==> src/rtl/song_reader.sv <==
// Song sequencer between song_rom and the note player: fetches each {note, duration}
// entry of the selected song, hands it over with a new_note pulse, waits for note_done.
module song_reader #(
    parameter int SONG_BITS = 2,
    parameter int NOTE_BITS = 5
) (
    input  logic                           clk,
    input  logic                           reset,
    input  logic                           play,
    input  logic [SONG_BITS-1:0]           song,
    input  logic                           note_done,
    output logic [SONG_BITS+NOTE_BITS-1:0] rom_addr,
    input  logic [11:0]                    rom_dout,
    output logic [5:0]                     note,
    output logic [5:0]                     duration,
    output logic                           new_note,
    output logic                           song_done
);

    typedef enum logic [2:0] {
        S_IDLE,
        S_FETCH,
        S_LATCH,
        S_WAIT,
        S_NEXT,
        S_DONE
    } state_t;

    localparam logic [NOTE_BITS-1:0] LAST_INDEX = '1;
    localparam logic [NOTE_BITS-1:0] INDEX_ONE  = NOTE_BITS'(1);

    state_t                 state_q, state_d;
    logic [NOTE_BITS-1:0]   index_q, index_d;
    logic [SONG_BITS-1:0]   song_q, song_d;
    logic [5:0]             note_q, note_d;
    logic [5:0]             duration_q, duration_d;
    logic                   new_note_q, new_note_d;
    logic                   song_done_q, song_done_d;

    always_ff @(posedge clk) begin
        if (reset) begin
            state_q     <= S_IDLE;
            index_q     <= '0;
            song_q      <= '0;
            note_q      <= '0;
            duration_q  <= '0;
            new_note_q  <= 1'b0;
            song_done_q <= 1'b0;
        end else begin
            state_q     <= state_d;
            index_q     <= index_d;
            song_q      <= song_d;
            note_q      <= note_d;
            duration_q  <= duration_d;
            new_note_q  <= new_note_d;
            song_done_q <= song_done_d;
        end
    end

    always_comb begin
        state_d     = state_q;
        index_d     = index_q;
        song_d      = song_q;
        note_d      = note_q;
        duration_d  = duration_q;
        new_note_d  = 1'b0;
        song_done_d = 1'b0;

        case (state_q)
            S_IDLE: begin
                if (play) state_d = S_FETCH;
            end
            S_FETCH: begin
                state_d = S_LATCH;
            end
            S_LATCH: begin
                // Zero-duration entries are silent rests and are skipped outright.
                if (rom_dout[5:0] == 6'd0) begin
                    state_d = S_NEXT;
                end else begin
                    note_d     = rom_dout[11:6];
                    duration_d = rom_dout[5:0];
                    new_note_d = 1'b1;
                    state_d    = S_WAIT;
                end
            end
            S_WAIT: begin
                // new_note_q marks the first WAIT cycle; a note_done there is stale.
                if (note_done && !new_note_q) state_d = S_NEXT;
            end
            S_NEXT: begin
                if (index_q == LAST_INDEX) begin
                    index_d     = '0;
                    song_done_d = 1'b1;
                    state_d     = S_DONE;
                end else begin
                    index_d = index_q + INDEX_ONE;
                    state_d = play ? S_FETCH : S_IDLE;
                end
            end
            S_DONE: begin
                if (!play) state_d = S_IDLE;
            end
            default: begin
                state_d = S_IDLE;
            end
        endcase

        // A new song selection wins over everything and restarts from entry 0.
        if (song != song_q) begin
            song_d      = song;
            index_d     = '0;
            state_d     = S_IDLE;
            note_d      = note_q;
            duration_d  = duration_q;
            new_note_d  = 1'b0;
            song_done_d = 1'b0;
        end
    end

    assign rom_addr  = {song_q, index_q};
    assign note      = note_q;
    assign duration  = duration_q;
    assign new_note  = new_note_q;
    assign song_done = song_done_q;

endmodule
==> config.mk <==
export PLATFORM = sky130hd
export DESIGN_NAME = song_reader
export DESIGN_NICKNAME = d
export VERILOG_FILES = /design/src/rtl/song_reader.sv
export SDC_FILE = /design/constraint.sdc
export NUM_CORES = 1
export LEC_CHECK = 0
export ABC_AREA = 1
export CORE_MARGIN = 4
export CORE_UTILIZATION = 40
export CTS_BUF_LIST = sky130_fd_sc_hd__clkbuf_8
export CTS_CLUSTER_DIAMETER = 120
export DETAILED_ROUTE_END_ITERATION = 10
export PLACE_DENSITY = 0.72
export SYNTH_ARGS = -nofsm -noshare
export SYNTH_HDL_FRONTEND = slang
export SYNTH_SLANG_ARGS = --single-unit
export TNS_END_PERCENT = 50
==> constraint.sdc <==
create_clock -name clk -period 2.4 [get_ports clk]
set_input_delay 0.36 -clock clk [delete_from_list [all_inputs] [get_ports clk]]
set_output_delay 0.36 -clock clk [all_outputs]
set_load 0.005 [all_outputs]
* Yosys cells after proc, flatten, opt, wreduce, memory -nomap -nowiden *
Index checks and enable logic that the tools add are counted.

storage, ports and cells
  register bits = 24
  bits of input ports = 18
  output and inout port bits = 21
  word-level logic and storage cells = 41

operators by class
  $add $sub $neg = 1
  equal/unequal tests = 10
  mux-type cells = 10
  bitwise operators = 4
  reductions and logical operators = 9

operators by type and width
  cell                                           number
  case mux 3 bit (6 select lines)                1
  2-to-1 mux 3 bit                               5
  == test 3 x 2 -> 1 bit, second input constant  2
  == test 3 bit, second input constant           2
  logical NOT 6 bit                              1
  != test 2 bit, second input constant           3
  AND reduction 3 bit                            2
  OR reduction 3 bit                             2
  adder 5 x 1 -> 5 bit, second input constant    1
  == test 5 bit, second input constant           1
  2-to-1 mux 5 bit                               1
  NOT 1 bit                                      4
  == test 3 x 1 -> 1 bit, second input constant  1
  logical NOT 3 bit                              1
  2-to-1 mux 1 bit                               3
  != test 2 bit                                  1
  OR reduction 2 bit                             1
  logical AND 1 bit                              1
  logical NOT 1 bit                              1

* Depth between registers and ports, before layout *
Gate-level depths: netlist of the first run.

  depth after elaboration = 4
  gate-level depth with buffers = 10
  mapped depth without buffers = 10

* Worst setup path before layout of the first run *
No wires, ideal clock.

  kind = reg2reg
  start = reg index_q[0]
  end = reg state_q[2]
  setup time = 0.070 ns
  arrival = 1.239 ns
  data required time = 2.330 ns
  slack = 1.091 ns
  cell stages (with the launch flop) = 11
  path buffers = 0
  clock period less this slack = 1.309 ns
  cells stage by stage = dfxtp_1 -> ha_1 -> nand2_1 -> nor2_1 -> ha_1 -> nand3_1 -> nand2_1 -> inv_1 -> nand2_1 -> nand2_1 -> a21oi_1

between the ends
  longest elaborated chain between the ends = 3

RTL lines
  element                          RTL line  RTL
  start, declared                  33        logic [NOTE_BITS-1:0] index_q, index_d;
  start signal, assigned           51        index_q <= index_d;
  == test 5 bit                    92        if (index_q == LAST_INDEX) begin
  2-to-1 mux 3 bit                 92
  case mux 3 bit (6 select lines)  69        case (state_q)
  end signal, assigned             50        state_q <= state_d;
  end, declared                    32        state_t state_q, state_d;

Every way passes these cells.
A chain may end at the register's enable or synchronous reset.

* Worst setup path in the final report of the first run *
  start = in song[1]
  end = reg duration_q[2], in the netlist duration[2]

between the ends
  longest elaborated chain between the ends = 3

RTL lines
  element                        RTL line  RTL
  start, declared                10        input logic [SONG_BITS-1:0] song,
  != test 2 bit                  110       if (song != song_q) begin
  NOT 1 bit (no line)            --
  AND reduction 3 bit (no line)  --
  end signal, assigned           54        duration_q <= duration_d;
  end, declared                  36        logic [5:0] duration_q, duration_d;

Every way passes these cells.

==> qor.csv, run 1 <==
metric,value,unit
status,finished clean,
dieArea,3750,um^2
fmax,0.620,GHz
yosysUniqueCellTypes,19,
pre_cts_slack,0.482,ns
dieWidth,61.2,um
min_period,1.61,ns
slew_headroom,68.9,%
cts_resized,0,
tns,0,ns
hold_viol_final,0,
gr-total-overflow,0,
layout-drive-gt1-share,3.47,%
synth_top_area_cell,dfxtp_1,
power_leakage,0.664,nW
fin_nets,225,
routabilityCongestion,0.809,
portBuffers,38,
peakVddDrop,0.347,mV
synth_top_cells_by_area,"dfxtp_1 (42%), nand2_1 (14%), nor2_1 (13%)",
multi_input_area,522,um^2
wl_per_cell,10.5,um
synth_top_area_share,42.4,%
hp-class,flop to flop,
grt_first_pass_wirelength,4020,um
avgSynthCellArea,6.87,um^2
fillers,278,
rsz0062_at_grt,no,
async_flop_share,0,%
syn-cell-area,1130,um^2
yosys_warnings,0,
rows,19,
drt_iter0_drc,23,
cap_violations,0,
die_h,61.2,um
cts_num_sinks,24,
cp-end-kind,flop,
fin_cells,233,
dpl.hpwl,1950,um
antennaDiodeCount,0,
grt_max_degree,25,
path_class,input pin to flop,
timing.final.crit_share,67.2,%
syn_nets,186,
cts_hold_buf,0,
tightest_slew,0.466,ns
cts.clk_slew.worst_paths,0.08,ns
ctsLongestPathBuffers,2,
core-area,2730,um^2
numCtsBuffers,3,
route.detailed.drc,0,
synth-edff-count,0,
total_power,707,uW
setup_viol,0,
cts_tree,yes,
p_per_area,454,nW/um^2
syn_to_final_growth,37.3,%
fin_worst_skew,0.00253,ns
via_count,1077,
worst_setup_path_start_kind,input pin,
ys_seq_area_share,42.4,%
clkLatencyLatePin,0.26,ns
grt_antenna_before_repair,0,
synth_most_common_cell,nand2_1,
seqCellArea,480,um^2
worstPathArrival,1.77,ns
synth_cells,165,
cts_setup_buffers,0,
ys_ff_latch,24,
first_global_vias,983,
synthTopCellsByCount,"nand2_1 (41), nor2_1 (39), inv_1 (25)",
ant_nets,0,
detail_route.wirelength,2460,um
path_max_fanout,24,
start_util,41.5,%
ys.flop_type,dfxtp_1,
dp.cells,230,
num_io_pins,39,
setup_ws,0.787,ns
viasPerCell,4.62,
cts-root-buf,clkbuf_8,
grt_usage,14.4,%
critPathRequiredTime,2.56,ns
drv_slew,0,
cts-htree-levels,1,
first_pass_iters,4,
==> layer usage <==
metal  vias up  GRT usage (%)  share of wire [%]
met3         0           3.35                6.3
met4         0           6.50                  0
met5         -              0                  0
met2        28           24.3                 49
met1       480           17.2                 45
li1        569              -                  -
==> cells in the final DEF, fill, tap and decap left out, types with 2 or more instances in the layout <==
cell             instances
clkbuf_8                 3
dfxtp_1                 24
clkdlybuf4s50_1         38
nor2_1                  39
xnor2_1                  2
nor3_1                   2
a21oi_1                  5
xor2_1                   2
ha_1                     3
inv_1                   25
nand3_1                 11
nand2_1                 41
==> final timing paths <==
kind	startpoint	cells after the start	slack, ns	end
setup / recovery	song[1]	7	0.79	duration[2]$_SDFFE_PP0P_
hold reg to reg	note[3]$_SDFFE_PP0P_	2	0.49	note[3]$_SDFFE_PP0P_
setup reg to reg	index_q[0]$_SDFFE_PP0N_	10	0.89	state_q[2]$_SDFFE_PP0P_
hold / removal	note[3]$_SDFFE_PP0P_	2	0.49	note[3]$_SDFFE_PP0P_
==> cells by family after synthesis <==
| kind of cell | count (synthesis) | synth area share [%] |
|---|---|---|
| xor gates and xnor gates | 4 | 3.09 |
| and+or+nand+nor | 98 | 36.3 |
| DFF | 24 | 42.4 |
| adders and majority gates | 3 | 3.31 |
| buffers and inverters | 29 | 11.6 |
| AOI/OAI and AO/OA | 7 | 3.31 |
==> where the power goes <==
group	switching (mW)	internal (mW)
Combinational	0.0325	0.0410
Sequential	0.00325	0.401
Clock	0.117	0.112
Total	0.153	0.554
==> final cells by class <==
| class | instances | share of cell area [%] |
|---|---|---|
| clock buffers | 3 | 2.65 |
| inverters | 25 | 6.03 |
| multi-input cells | 112 | 33.5 |
| flip-flops and latches | 24 | 30.9 |
| well taps | 31 | 2.49 |
| repair buffers | 38 | 24.4 |
==> worst max-delay path, stage by stage <==
cell and delay, ns:
clkdlybuf4s50_1 0.49, xnor2_1 0.12, nand2_1 0.13, nor2_4 0.42, nand2_1 0.12, nand2_1 0.09, nor2_1 0.04
==> through the flow <==
stage | utilization, % | area, um^2 | hold slack, ns
final | 56.9 | 1560 | 0.486
after global placement | 55.4 | 1520 | 0.463
after floorplan | - | 1130 | 0.431
after CTS | 56.9 | 1560 | 0.491
after detailed placement | 55.4 | 1520 | 0.472
after global routing | 56.9 | 1560 | 0.517
==> flip-flops by register name (all words and copies together) (netlist names) <==
name	cells
new_note	1
song_done	1
state_q	3
song_q	2
note	6
index_q	5
duration	6
(Power assumes the default switching activity.)
==> run 2: changes to the inputs <==
==> constraint.sdc (replaced) <==
create_clock -name clk -period 1.5 [get_ports clk]
set_input_delay 0.225 -clock clk [delete_from_list [all_inputs] [get_ports clk]]
set_output_delay 0.225 -clock clk [all_outputs]
set_load 0.005 [all_outputs]
==> qor.csv, run 2 (same netlist as run 1, synthesis figures left out) <==
metric,value,unit,change
status,finished clean,,unchanged
p_sw_share,22.1,%,was 21.6%
first_pass_iters,4,,unchanged
layout_commonest_cell,nand2_1,,unchanged
dp.cells,235,,was 230
p_per_area,730,nW/um^2,was 454 nW/um^2
wl_per_cell,10.6,um,was 10.5 um
viasPerCell,4.58,,was 4.62
die_h,61.2,um,unchanged
setup_viol,0,,unchanged
cap_violations,0,,unchanged
dpl.hpwl,1950,um,about the same
rows,19,,unchanged
route.detailed.drc,0,,unchanged
switching_power,268,uW,was 153 uW
hp-class,flop to flop,,unchanged
cts-root-buf,clkbuf_8,,unchanged
critPathRequiredTime,1.27,ns,was 2.56 ns
power_leakage,0.718,nW,was 0.664 nW
dieWidth,61.2,um,unchanged
cts_hold_buf,0,,unchanged
clkLatencyLatePin,0.27,ns,was 0.26 ns
ant_nets,0,,unchanged
power.share.clock,36.4,%,was 32.4%
num_io_pins,39,,unchanged
fin_cells,240,,was 233
combPwrFrac,10.2,%,was 10.4%
cts_tree,yes,,unchanged
grt_max_degree,25,,unchanged
hold_viol_final,0,,unchanged
dieArea,3750,um^2,unchanged
cts.clk_slew.worst_paths,0.08,ns,about the same
fin_nets,231,,was 225
cts_num_sinks,24,,unchanged
start_util,41.5,%,unchanged
syn_to_final_growth,46.6,%,was 37.3%
timing.final.crit_share,96.8,%,
core-area,2730,um^2,unchanged
antennaDiodeCount,0,,unchanged
pre_cts_slack,-0.0728,ns,was 0.482 ns
design_area,1660,um^2,was 1560 um^2
r2r_cells,10,,unchanged
peakVddDrop,0.598,mV,was 0.347 mV
min_period,1.45,ns,
cp-end-kind,output port,,was flop
worstPathArrival,1.23,ns,was 1.77 ns
cts-htree-levels,1,,unchanged
path_class,flop to output port,,was input pin to flop
worstReg2RegEnd,state_q[0]$_SDFFE_PP0P_,,was state_q[2]$_SDFFE_PP0P_
fin_worst_skew,0.00241,ns,was 0.00253 ns
portBuffers,38,,unchanged
crit_end,rom_addr[1],,was duration[2]$_SDFFE_PP0P_
r2r_setup_slack,0.10,ns,was 0.89 ns
ctsLongestPathBuffers,2,,unchanged
most-common-layout-cells,"nand2_1 (40), nor2_1 (38), clkdlybuf4s50_1 (37)",,"was nand2_1 (41), nor2_1 (39), clkdlybuf4s50_1 (38)"
pwr-share-seq,53.4,%,was 57.2%
grt_first_pass_wirelength,4110,um,was 4020 um
drv_slew,0,,unchanged
routabilityCongestion,0.840,,was 0.809
slew_headroom,76.2,%,was 68.9%
layout-drive-gt1-share,10.5,%,was 3.47%
postPlaceCellArea,1570,um^2,was 1520 um^2
tightest_slew,0.357,ns,was 0.466 ns
grt_antenna_before_repair,0,,unchanged
drt_iter0_drc,61,,was 23
detail_route.wirelength,2550,um,was 2460 um
startpoint,index_q[1]$_SDFFE_PP0N_,,was song[1]
intPower,945,uW,was 554 uW
r2r-start,index_q[0]$_SDFFE_PP0N_,,unchanged
path_max_fanout,3,,was 24
fmax,0.688,GHz,
worst_setup_path_start_kind,flop,,was input pin
setup_ws,0.0474,ns,was 0.787 ns
via_count,1099,,was 1077
grt_usage,14.3,%,was 14.4%
first_global_vias,1036,,was 983
gr-total-overflow,0,,unchanged
numCtsBuffers,3,,unchanged
-- run 2: cell count changes in the layout (fill, tap and decap cells not counted), sizes merged --
cell           delta
dlymetal6s2s      +1
clkdlybuf4s50     -1
clkbuf            +1
buf               +6
-- run 2: how the worst min path moves through the flow --
stage	slack, ns	end	cells after the start	from
3_5_place_dp	0.47	note[4]$_SDFFE_PP0P_	2	note[4]$_SDFFE_PP0P_
4_1_cts	0.49	note[4]$_SDFFE_PP0P_	2	note[4]$_SDFFE_PP0P_
3_3_place_gp	0.46	note[4]$_SDFFE_PP0P_	2	note[4]$_SDFFE_PP0P_
2_1_floorplan	0.30	song_q[0]$_SDFFE_PP0P_	1	reset
5_1_grt	0.52	note[3]$_SDFFE_PP0P_	2	note[3]$_SDFFE_PP0P_
6_report	0.48	note[4]$_SDFFE_PP0P_	2	note[4]$_SDFFE_PP0P_
-- run 2: per-layer routing --
metal | up-vias | share of wire (%) | GRT usage [%]
li1 | 583 | - | -
met1 | 477 | 43 | 16.2
met2 | 33 | 48 | 25.1
met3 | 6 | 6.9 | 4.61
met4 | 0 | 1.9 | 4.95
met5 | - | 0 | 0
-- run 2: critical path, cell delays in order, from the launching register on --
cell	delay, ns
dfxtp_2	0.35
buf_4	0.12
clkdlybuf4s50_1	0.49
-- run 2: power groups by stage --
| stage | clock [mW] | combinational, mW | sequential [mW] |
|---|---|---|---|
| final | 0.442 | 0.123 | 0.648 |
| after global routing | 0.471 | 0.137 | 0.649 |
| after CTS | 0.456 | 0.121 | 0.648 |
| after detailed placement | 0 | 0.120 | 0.663 |
| after global placement | 0 | 0.119 | 0.662 |
| after floorplan | 0 | 0.0517 | 0.663 |
-- run 2: area by class of cell --
type | instances | area, um^2
Fill cell | 238 | 1070
Inverter | 25 | 93.8
Multi-Input combinational cell | 112 | 551
Sequential cell | 24 | 483
Clock buffer | 4 | 55.1
Timing Repair Buffer | 44 | 440
Tap cell | 31 | 38.8
-- run 2: through the flow --
step / utilization (%) / hold WS (ns) / power (mW) / setup TNS, ns
after floorplan: - / 0.296 / 0.714 / 0
after global placement: 57.3 / 0.463 / 0.781 / -0.399
after detailed placement: 57.3 / 0.471 / 0.783 / -1.08
after CTS: 59.3 / 0.487 / 1.22 / 0
after global routing: 60.8 / 0.518 / 1.26 / -0.0267
final: 60.8 / 0.483 / 1.21 / 0
-- run 2: what timing repair did --
| item | in CTS | in global routing |
|---|---|---|
| endpoints found under the setup margin | 0 | 3 |
| buffers inserted | 0 | 1 |
| gates resized for setup | 0 | 10 |
| hold endpoints to repair | 0 | 0 |
